**config.mk**
```make
export PLATFORM = sky130hd
export DESIGN_NAME = fetch_ctrl
export DESIGN_NICKNAME = d
export VERILOG_FILES = /design/src/rtl/fetch_ctrl.sv
export SDC_FILE = /design/constraint.sdc
export NUM_CORES = 1
export LEC_CHECK = 0
export CELL_PAD_IN_SITES_DETAIL_PLACEMENT = 1
export CELL_PAD_IN_SITES_GLOBAL_PLACEMENT = 1
export CORE_ASPECT_RATIO = 0.75
export CORE_MARGIN = 2
export CORE_UTILIZATION = 35
export CTS_BUF_LIST = sky130_fd_sc_hd__clkbuf_4
export DETAILED_ROUTE_END_ITERATION = 10
export PLACE_DENSITY_LB_ADDON = 0.1
export SYNTH_ARGS = -nofsm -noshare
export SYNTH_HDL_FRONTEND = slang
export SYNTH_SLANG_ARGS = --single-unit
```
**constraint.sdc**
```tcl
create_clock -name clk_i -period 2.2 [get_ports clk_i]
set_input_delay 0.22 -clock clk_i [delete_from_list [all_inputs] [get_ports clk_i]]
set_output_delay 0.22 -clock clk_i [all_outputs]
set_load 0.01 [all_outputs]
```
**src/rtl/fetch_ctrl.sv**
```systemverilog
// Instruction fetch sequencer: owns the PC, requests words from instruction memory and hands them to decode.
// Optional performance counters (fetch_cnt_o / stall_cnt_o) are built when FETCH_PERF_CNT_EN is defined.
module fetch_ctrl #(
    parameter logic [31:0] RESET_PC = 32'h0000_0000,
    parameter int unsigned MAX_WAIT = 15,
    parameter logic [31:0] NOP_INST = 32'h0000_0013
) (
    input  logic        clk_i,
    input  logic        reset_i,
    input  logic        halt_i,
    input  logic        redirect_i,
    input  logic [31:0] redirect_pc_i,
    output logic        mem_req_o,
    output logic [31:0] mem_addr_o,
    input  logic        mem_ready_i,
    input  logic [31:0] mem_rdata_i,
    output logic        inst_valid_o,
    input  logic        inst_ready_i,
    output logic [31:0] inst_o,
    output logic [31:0] inst_pc_o,
    output logic [31:0] pc_o,
    output logic        fetch_err_o
`ifdef FETCH_PERF_CNT_EN
    ,
    output logic [31:0] fetch_cnt_o,
    output logic [31:0] stall_cnt_o
`endif
);

    typedef enum logic [2:0] {S_BOOT, S_REQ, S_OUT, S_DROP, S_ERR} state_t;

    localparam logic [7:0] WAIT_LIMIT = 8'(MAX_WAIT - 1);

    state_t      state, state_d;
    logic [31:0] pc, pc_d;
    logic [31:0] tgt_q, tgt_d;
    logic [31:0] inst_q, inst_d;
    logic [31:0] inst_pc_q, inst_pc_d;
    logic [7:0]  wait_q, wait_d;
    logic [31:0] redir_tgt;
    logic        timeout;
    logic        fetch_ok;
    logic        stall;
    logic        unused_lsbs;

    assign redir_tgt   = {redirect_pc_i[31:2], 2'b00};
    assign unused_lsbs = ^redirect_pc_i[1:0];
    assign timeout     = (wait_q == WAIT_LIMIT);

    always_ff @(posedge clk_i) begin
        if (!reset_i) begin
            state     <= S_BOOT;
            pc        <= RESET_PC;
            tgt_q     <= '0;
            inst_q    <= NOP_INST;
            inst_pc_q <= '0;
            wait_q    <= '0;
        end else begin
            state     <= state_d;
            pc        <= pc_d;
            tgt_q     <= tgt_d;
            inst_q    <= inst_d;
            inst_pc_q <= inst_pc_d;
            wait_q    <= wait_d;
        end
    end

    always_comb begin
        state_d      = state;
        pc_d         = pc;
        tgt_d        = tgt_q;
        inst_d       = inst_q;
        inst_pc_d    = inst_pc_q;
        wait_d       = wait_q;
        fetch_ok     = 1'b0;
        stall        = 1'b0;
        mem_req_o    = 1'b0;
        inst_valid_o = 1'b0;
        fetch_err_o  = 1'b0;
        case (state)
            S_BOOT: begin
                if (!halt_i) begin
                    state_d = S_REQ;
                    wait_d  = '0;
                end
            end
            S_REQ: begin
                mem_req_o = 1'b1;
                if (mem_ready_i) begin
                    wait_d = '0;
                    if (redirect_i) begin
                        pc_d = redir_tgt;
                    end else begin
                        inst_d    = mem_rdata_i;
                        inst_pc_d = pc;
                        pc_d      = pc + 32'd4;
                        state_d   = S_OUT;
                        fetch_ok  = 1'b1;
                    end
                end else begin
                    stall = 1'b1;
                    // Watchdog expiry takes precedence over a redirect arriving the same cycle.
                    if (timeout) begin
                        state_d = S_ERR;
                    end else if (redirect_i) begin
                        tgt_d   = redir_tgt;
                        state_d = S_DROP;
                        wait_d  = '0;
                    end else begin
                        wait_d = wait_q + 8'd1;
                    end
                end
            end
            S_DROP: begin
                mem_req_o = 1'b1;
                if (redirect_i) begin
                    tgt_d = redir_tgt;
                end
                if (mem_ready_i) begin
                    pc_d    = redirect_i ? redir_tgt : tgt_q;
                    wait_d  = '0;
                    state_d = halt_i ? S_BOOT : S_REQ;
                end else begin
                    stall = 1'b1;
                    if (timeout) begin
                        state_d = S_ERR;
                    end else begin
                        wait_d = wait_q + 8'd1;
                    end
                end
            end
            S_OUT: begin
                inst_valid_o = 1'b1;
                if (redirect_i || inst_ready_i) begin
                    if (redirect_i) begin
                        pc_d = redir_tgt;
                    end
                    wait_d  = '0;
                    state_d = halt_i ? S_BOOT : S_REQ;
                end
            end
            S_ERR: begin
                fetch_err_o = 1'b1;
            end
            default: begin
                state_d = S_BOOT;
            end
        endcase
    end

    assign mem_addr_o = pc;
    assign pc_o       = pc;
    assign inst_pc_o  = inst_pc_q;
    assign inst_o     = (state == S_OUT) ? inst_q : NOP_INST;

`ifdef FETCH_PERF_CNT_EN
    always_ff @(posedge clk_i) begin
        if (!reset_i) begin
            fetch_cnt_o <= '0;
            stall_cnt_o <= '0;
        end else begin
            if (fetch_ok) begin
                fetch_cnt_o <= fetch_cnt_o + 32'd1;
            end
            if (stall) begin
                stall_cnt_o <= stall_cnt_o + 32'd1;
            end
        end
    end
`else
    logic unused_perf;
    assign unused_perf = fetch_ok ^ stall;
`endif

endmodule
```
==> impl_metrics.xml <==
<?xml version="1.0" encoding="UTF-8"?>
<metrics>
  <group name="critical_path">
    <metric name="r2r_cells" unit="">5</metric>
    <metric name="critical_path.n_buffers_inverters" unit="">4</metric>
    <metric name="setup.worst_path.end_class" unit="">output pin</metric>
    <metric name="timing.critical_path.max_delay_family" unit="">buffers and inverters</metric>
    <metric name="worst_r2r_endpoint" unit="">mem_addr_o[29]</metric>
    <metric name="startpoint_type_of_the_worst_setup_path" unit="">register</metric>
    <metric name="timing.critical_path.depth" unit="">6</metric>
    <metric name="critical-path-max-stage-delay" unit="ps">370</metric>
    <metric name="required" unit="ps">1980</metric>
    <metric name="critPathMaxFanout" unit="">5</metric>
    <metric name="arrival" unit="ps">1910</metric>
    <metric name="critical_path.slowest_cell" unit="">sky130_fd_sc_hd__dfxtp_2</metric>
    <metric name="timing.critical_path.mode_cell" unit="">sky130_fd_sc_hd__buf_4</metric>
    <metric name="r2r_setup_slack" unit="ps">170</metric>
    <metric name="path_cells" unit="">nor3b_4 &gt; buf_12 &gt; buf_4 &gt; buf_4 &gt; nand2b_1 &gt; dlygate4sd2_1</metric>
    <metric name="timing.rr.start" unit="">mem_addr_o[6]</metric>
    <metric name="critPathKind" unit="">reg2out</metric>
  </group>
  <group name="yosys">
    <metric name="postSynthCellCount" unit="">877</metric>
    <metric name="synth-edff-count" unit="">0</metric>
    <metric name="synth.most_common_cell" unit="">sky130_fd_sc_hd__nand2_1</metric>
    <metric name="synthesis.yosys.warnings" unit="">0</metric>
    <metric name="synth_async_sr_flop_share" unit="%">0</metric>
    <metric name="synth_top_cells_by_count" unit="">sky130_fd_sc_hd__nand2_1, sky130_fd_sc_hd__dfxtp_1, sky130_fd_sc_hd__a21boi_0</metric>
    <metric name="synth_seq_cells" unit="">139</metric>
    <metric name="netlist_area" unit="µm²">6989</metric>
    <metric name="postSynth.topFlopCell" unit="">sky130_fd_sc_hd__dfxtp_1</metric>
    <metric name="syn_area_per_cell" unit="µm²">7.969</metric>
    <metric name="synth_top_area_cell" unit="">sky130_fd_sc_hd__dfxtp_1</metric>
    <metric name="sequential_area_share_after_synthesis" unit="%">39.81</metric>
    <metric name="syn-num-nets" unit="">950</metric>
    <metric name="post_synth_main_area_contributors" unit="">sky130_fd_sc_hd__dfxtp_1, sky130_fd_sc_hd__nand2_1, sky130_fd_sc_hd__a21boi_0</metric>
    <metric name="ys_types" unit="">69</metric>
    <metric name="yosysTopAreaCellShare" unit="%">39.81</metric>
  </group>
  <group name="layout">
    <metric name="num-nets-final" unit="">1131</metric>
    <metric name="final_cell_area" unit="µm²">9632</metric>
    <metric name="final_core_utilization" unit="%">49.42</metric>
    <metric name="post_route_cells_drive_above_1_share" unit="%">10.83</metric>
    <metric name="ff_latch_area" unit="µm²">2788</metric>
    <metric name="area_of_the_multi_input_gates" unit="µm²">3662</metric>
    <metric name="fillCellCount" unit="">2413</metric>
    <metric name="layout.cells.non_filler" unit="">1325</metric>
    <metric name="synthToLayoutAreaGrowth" unit="%">37.81</metric>
  </group>
  <group name="die">
    <metric name="initial_utilization" unit="%">35.86</metric>
    <metric name="io-pin-count" unit="">201</metric>
    <metric name="die_area" unit="µm²">21130</metric>
    <metric name="core_area" unit="µm²">19490</metric>
    <metric name="die_h" unit="µm">126.4</metric>
    <metric name="die_x" unit="µm">167.2</metric>
    <metric name="fp-row-count" unit="">44</metric>
  </group>
  <group name="run_status">
    <metric name="violations_in_the_final_reports" unit="">design-rule violations</metric>
    <metric name="run_status" unit="">complete, but fails checks</metric>
  </group>
  <group name="worst_hold_path">
    <metric name="hp_class" unit="">in2reg</metric>
    <metric name="worstHoldPathCells" unit="">3</metric>
    <metric name="hold-path-endpoint" unit="">mem_addr_o[18]</metric>
    <metric name="hold_start" unit="">reset_i</metric>
  </group>
  <group name="place">
    <metric name="dpl-instance-area" unit="µm²">9300</metric>
    <metric name="detailed_place_hpwl" unit="µm">16810</metric>
    <metric name="io_buffer_count" unit="">198</metric>
    <metric name="place_congestion" unit="">0.7835</metric>
    <metric name="post-place-cells" unit="">1289</metric>
  </group>
  <group name="global_routing">
    <metric name="number_of_global_route_vias_before_repair" unit="">7198</metric>
    <metric name="grt_pass1_wl" unit="µm">38370</metric>
    <metric name="globalRouteOverflowTotal" unit="">0</metric>
    <metric name="gr-usage-all-layers" unit="%">22.68</metric>
    <metric name="antenna_violations_before_repair" unit="">1</metric>
    <metric name="pin_count_of_the_biggest_net_entering_global_routing" unit="">116</metric>
  </group>
  <group name="sta">
    <metric name="layout_min_cycle_time" unit="ps">2132</metric>
    <metric name="hold_viol_final" unit="">0</metric>
    <metric name="max-slew-margin-rel" unit="%">62.71</metric>
    <metric name="max_fclk" unit="MHz">469.0</metric>
    <metric name="unrepaired_setup_endpoints_after_global_routing" unit="">true</metric>
    <metric name="final.setup_skew" unit="ps">21.21</metric>
    <metric name="timing_worst_slew_pin_value" unit="ps">552.1</metric>
    <metric name="finalCritPeriodShare" unit="%">96.92</metric>
    <metric name="final-max-slew-violation-count" unit="">0</metric>
    <metric name="setup_viol_count_final" unit="">0</metric>
  </group>
  <group name="cts">
    <metric name="worstSkewPairLatency" unit="ps">570</metric>
    <metric name="cts_max_path_buffers" unit="">2</metric>
    <metric name="clock_tree.htree_level_count" unit="">4</metric>
    <metric name="cts_root_buf" unit="">sky130_fd_sc_hd__clkbuf_4</metric>
    <metric name="clock_pin_slew_worst_setup_and_hold_paths" unit="ps">130</metric>
    <metric name="cts_inserted_buffers" unit="">17</metric>
    <metric name="num_clock_sinks" unit="">139</metric>
    <metric name="cts_tree" unit="">yes</metric>
    <metric name="cts_hold_buf" unit="">0</metric>
  </group>
  <group name="drt">
    <metric name="post_drt_wl_per_cell" unit="µm">18.07</metric>
    <metric name="firstDrtPassIters" unit="">8</metric>
    <metric name="drt.antenna.violating_nets" unit="">0</metric>
    <metric name="post-route-drc-count" unit="">13</metric>
    <metric name="num_vias" unit="">7019</metric>
    <metric name="routed_wirelength" unit="µm">23940</metric>
    <metric name="vias_per_cell" unit="">5.297</metric>
    <metric name="drtIter0Drc" unit="">396</metric>
  </group>
  <group name="power">
    <metric name="power_per_cell_area" unit="nW/µm²">592.0</metric>
    <metric name="vdd_ir_drop_max" unit="µV">345.4</metric>
    <metric name="static-leakage-power" unit="nW">3.572</metric>
  </group>
  <group name="flow_run">
    <metric name="timing.max_cap.violations" unit="">0</metric>
  </group>
</metrics>
layout make-up:
class	count	share of cell area (%)
antenna	1	0.02598
clock buffer	17	1.325
clock inverter	15	1.962
inverter	5	0.1949
multi-input combinational	634	38.02
sequential	139	28.94
tap	253	3.287
timing repair buffer	261	26.24
power by group:
| group | total, mW | switching [mW] | internal [mW] |
|---|---|---|---|
| Sequential | 2.72 | 0.110 | 2.61 |
| Combinational | 1.09 | 0.552 | 0.541 |
| Clock | 1.89 | 1.08 | 0.805 |
how the worst max path moves through the flow:
| stage | startpoint | end |
|---|---|---|
| 3_3_place_gp | redirect_i | mem_addr_o[17] |
| 6_report | state[2] | inst_o[0] |
| 5_1_grt | state[2] | inst_o[1] |
| 4_1_cts | state[0] | fetch_err_o |
| 2_1_floorplan | mem_addr_o[2] | mem_addr_o[24] |
| 3_5_place_dp | redirect_i | mem_addr_o[17] |
logic make-up (layout without fill, tap and decap cells):
| family | Yosys count | count (layout) | share of synthesized area, % |
|---|---|---|---|
| AO/OA/AOI/OAI | 222 | 222 | 22.45 |
| XOR/XNOR | 3 | 3 | 0.3760 |
| adder cells (fa/ha/maj) | 3 | 3 | 0.5371 |
| buffers and inverters | 104 | 298 | 8.110 |
| flip-flops | 139 | 139 | 39.81 |
| multiplexers | 5 | 5 | 0.7340 |
| other | 0 | 1 | 0 |
| AND/OR/NAND/NOR | 401 | 401 | 27.98 |
registers in the layout, indices dropped and copies added (netlist names):
register    count
inst_q         32
inst_pc_o      32
mem_addr_o     32
wait_q          8
state           3
tgt_q          32
placed cells by master, fill, tap and decap left out, types with 7 or more instances in the layout:
cell,instances
sky130_fd_sc_hd__a21boi_0,64
sky130_fd_sc_hd__nand3_1,60
sky130_fd_sc_hd__clkbuf_4,17
sky130_fd_sc_hd__clkdlybuf4s50_1,162
sky130_fd_sc_hd__nand2b_1,10
sky130_fd_sc_hd__buf_4,55
sky130_fd_sc_hd__dfxtp_1,137
sky130_fd_sc_hd__buf_12,9
sky130_fd_sc_hd__a21oi_1,22
sky130_fd_sc_hd__dlygate4sd2_1,28
sky130_fd_sc_hd__o211ai_1,12
sky130_fd_sc_hd__nor2b_1,10
sky130_fd_sc_hd__and2_1,34
sky130_fd_sc_hd__nor2_1,23
sky130_fd_sc_hd__a221o_1,7
sky130_fd_sc_hd__o21a_1,7
sky130_fd_sc_hd__o22ai_1,7
sky130_fd_sc_hd__o21ai_0,41
sky130_fd_sc_hd__and3_1,9
sky130_fd_sc_hd__nand2_1,195
sky130_fd_sc_hd__nand4_1,14
sky130_fd_sc_hd__nor3_1,9
sky130_fd_sc_hd__a22oi_1,9
what timing repair did:
item / CTS / global route
buffers inserted: 2 / 1
endpoints found under the setup margin: 35 / 20
pin swaps: 1 / 1
gates resized for setup: 39 / 9
layer usage:
metal / vias up / part of all wire [%] / track usage [%]
li1: 3426 / - / -
met1: 3396 / 50 / 31.40
met2: 183 / 43 / 35.93
met3: 14 / 5.8 / 5.367
met4: 0 / 0.80 / 5.269
met5: - / 0 / 0
per-stage QoR:
stage / power, mW / TNS (ps) / setup WS (ps) / hold slack (ps)
4_1_cts: 5.755 / 0 / 2.218 / 69.74
5_1_grt: 5.971 / -72.98 / -26.61 / 100.3
3_3_place_gp: 3.842 / 0 / 137.0 / 443.7
3_5_place_dp: 3.859 / 0 / 105.8 / 452.5
6_report: 5.702 / 0 / 67.69 / 121.5
2_1_floorplan: 3.296 / 0 / 236.1 / 344.2
worst register-to-register path, delay by kind of cell, from the launching register on:
kind	cells	cell delay, ps
flip-flops	1	460
multiplexers	1	180
AO/OA/AOI/OAI	1	80
AND/OR/NAND/NOR	3	1200
No activity file was read; power rests on OpenSTA's default activity.
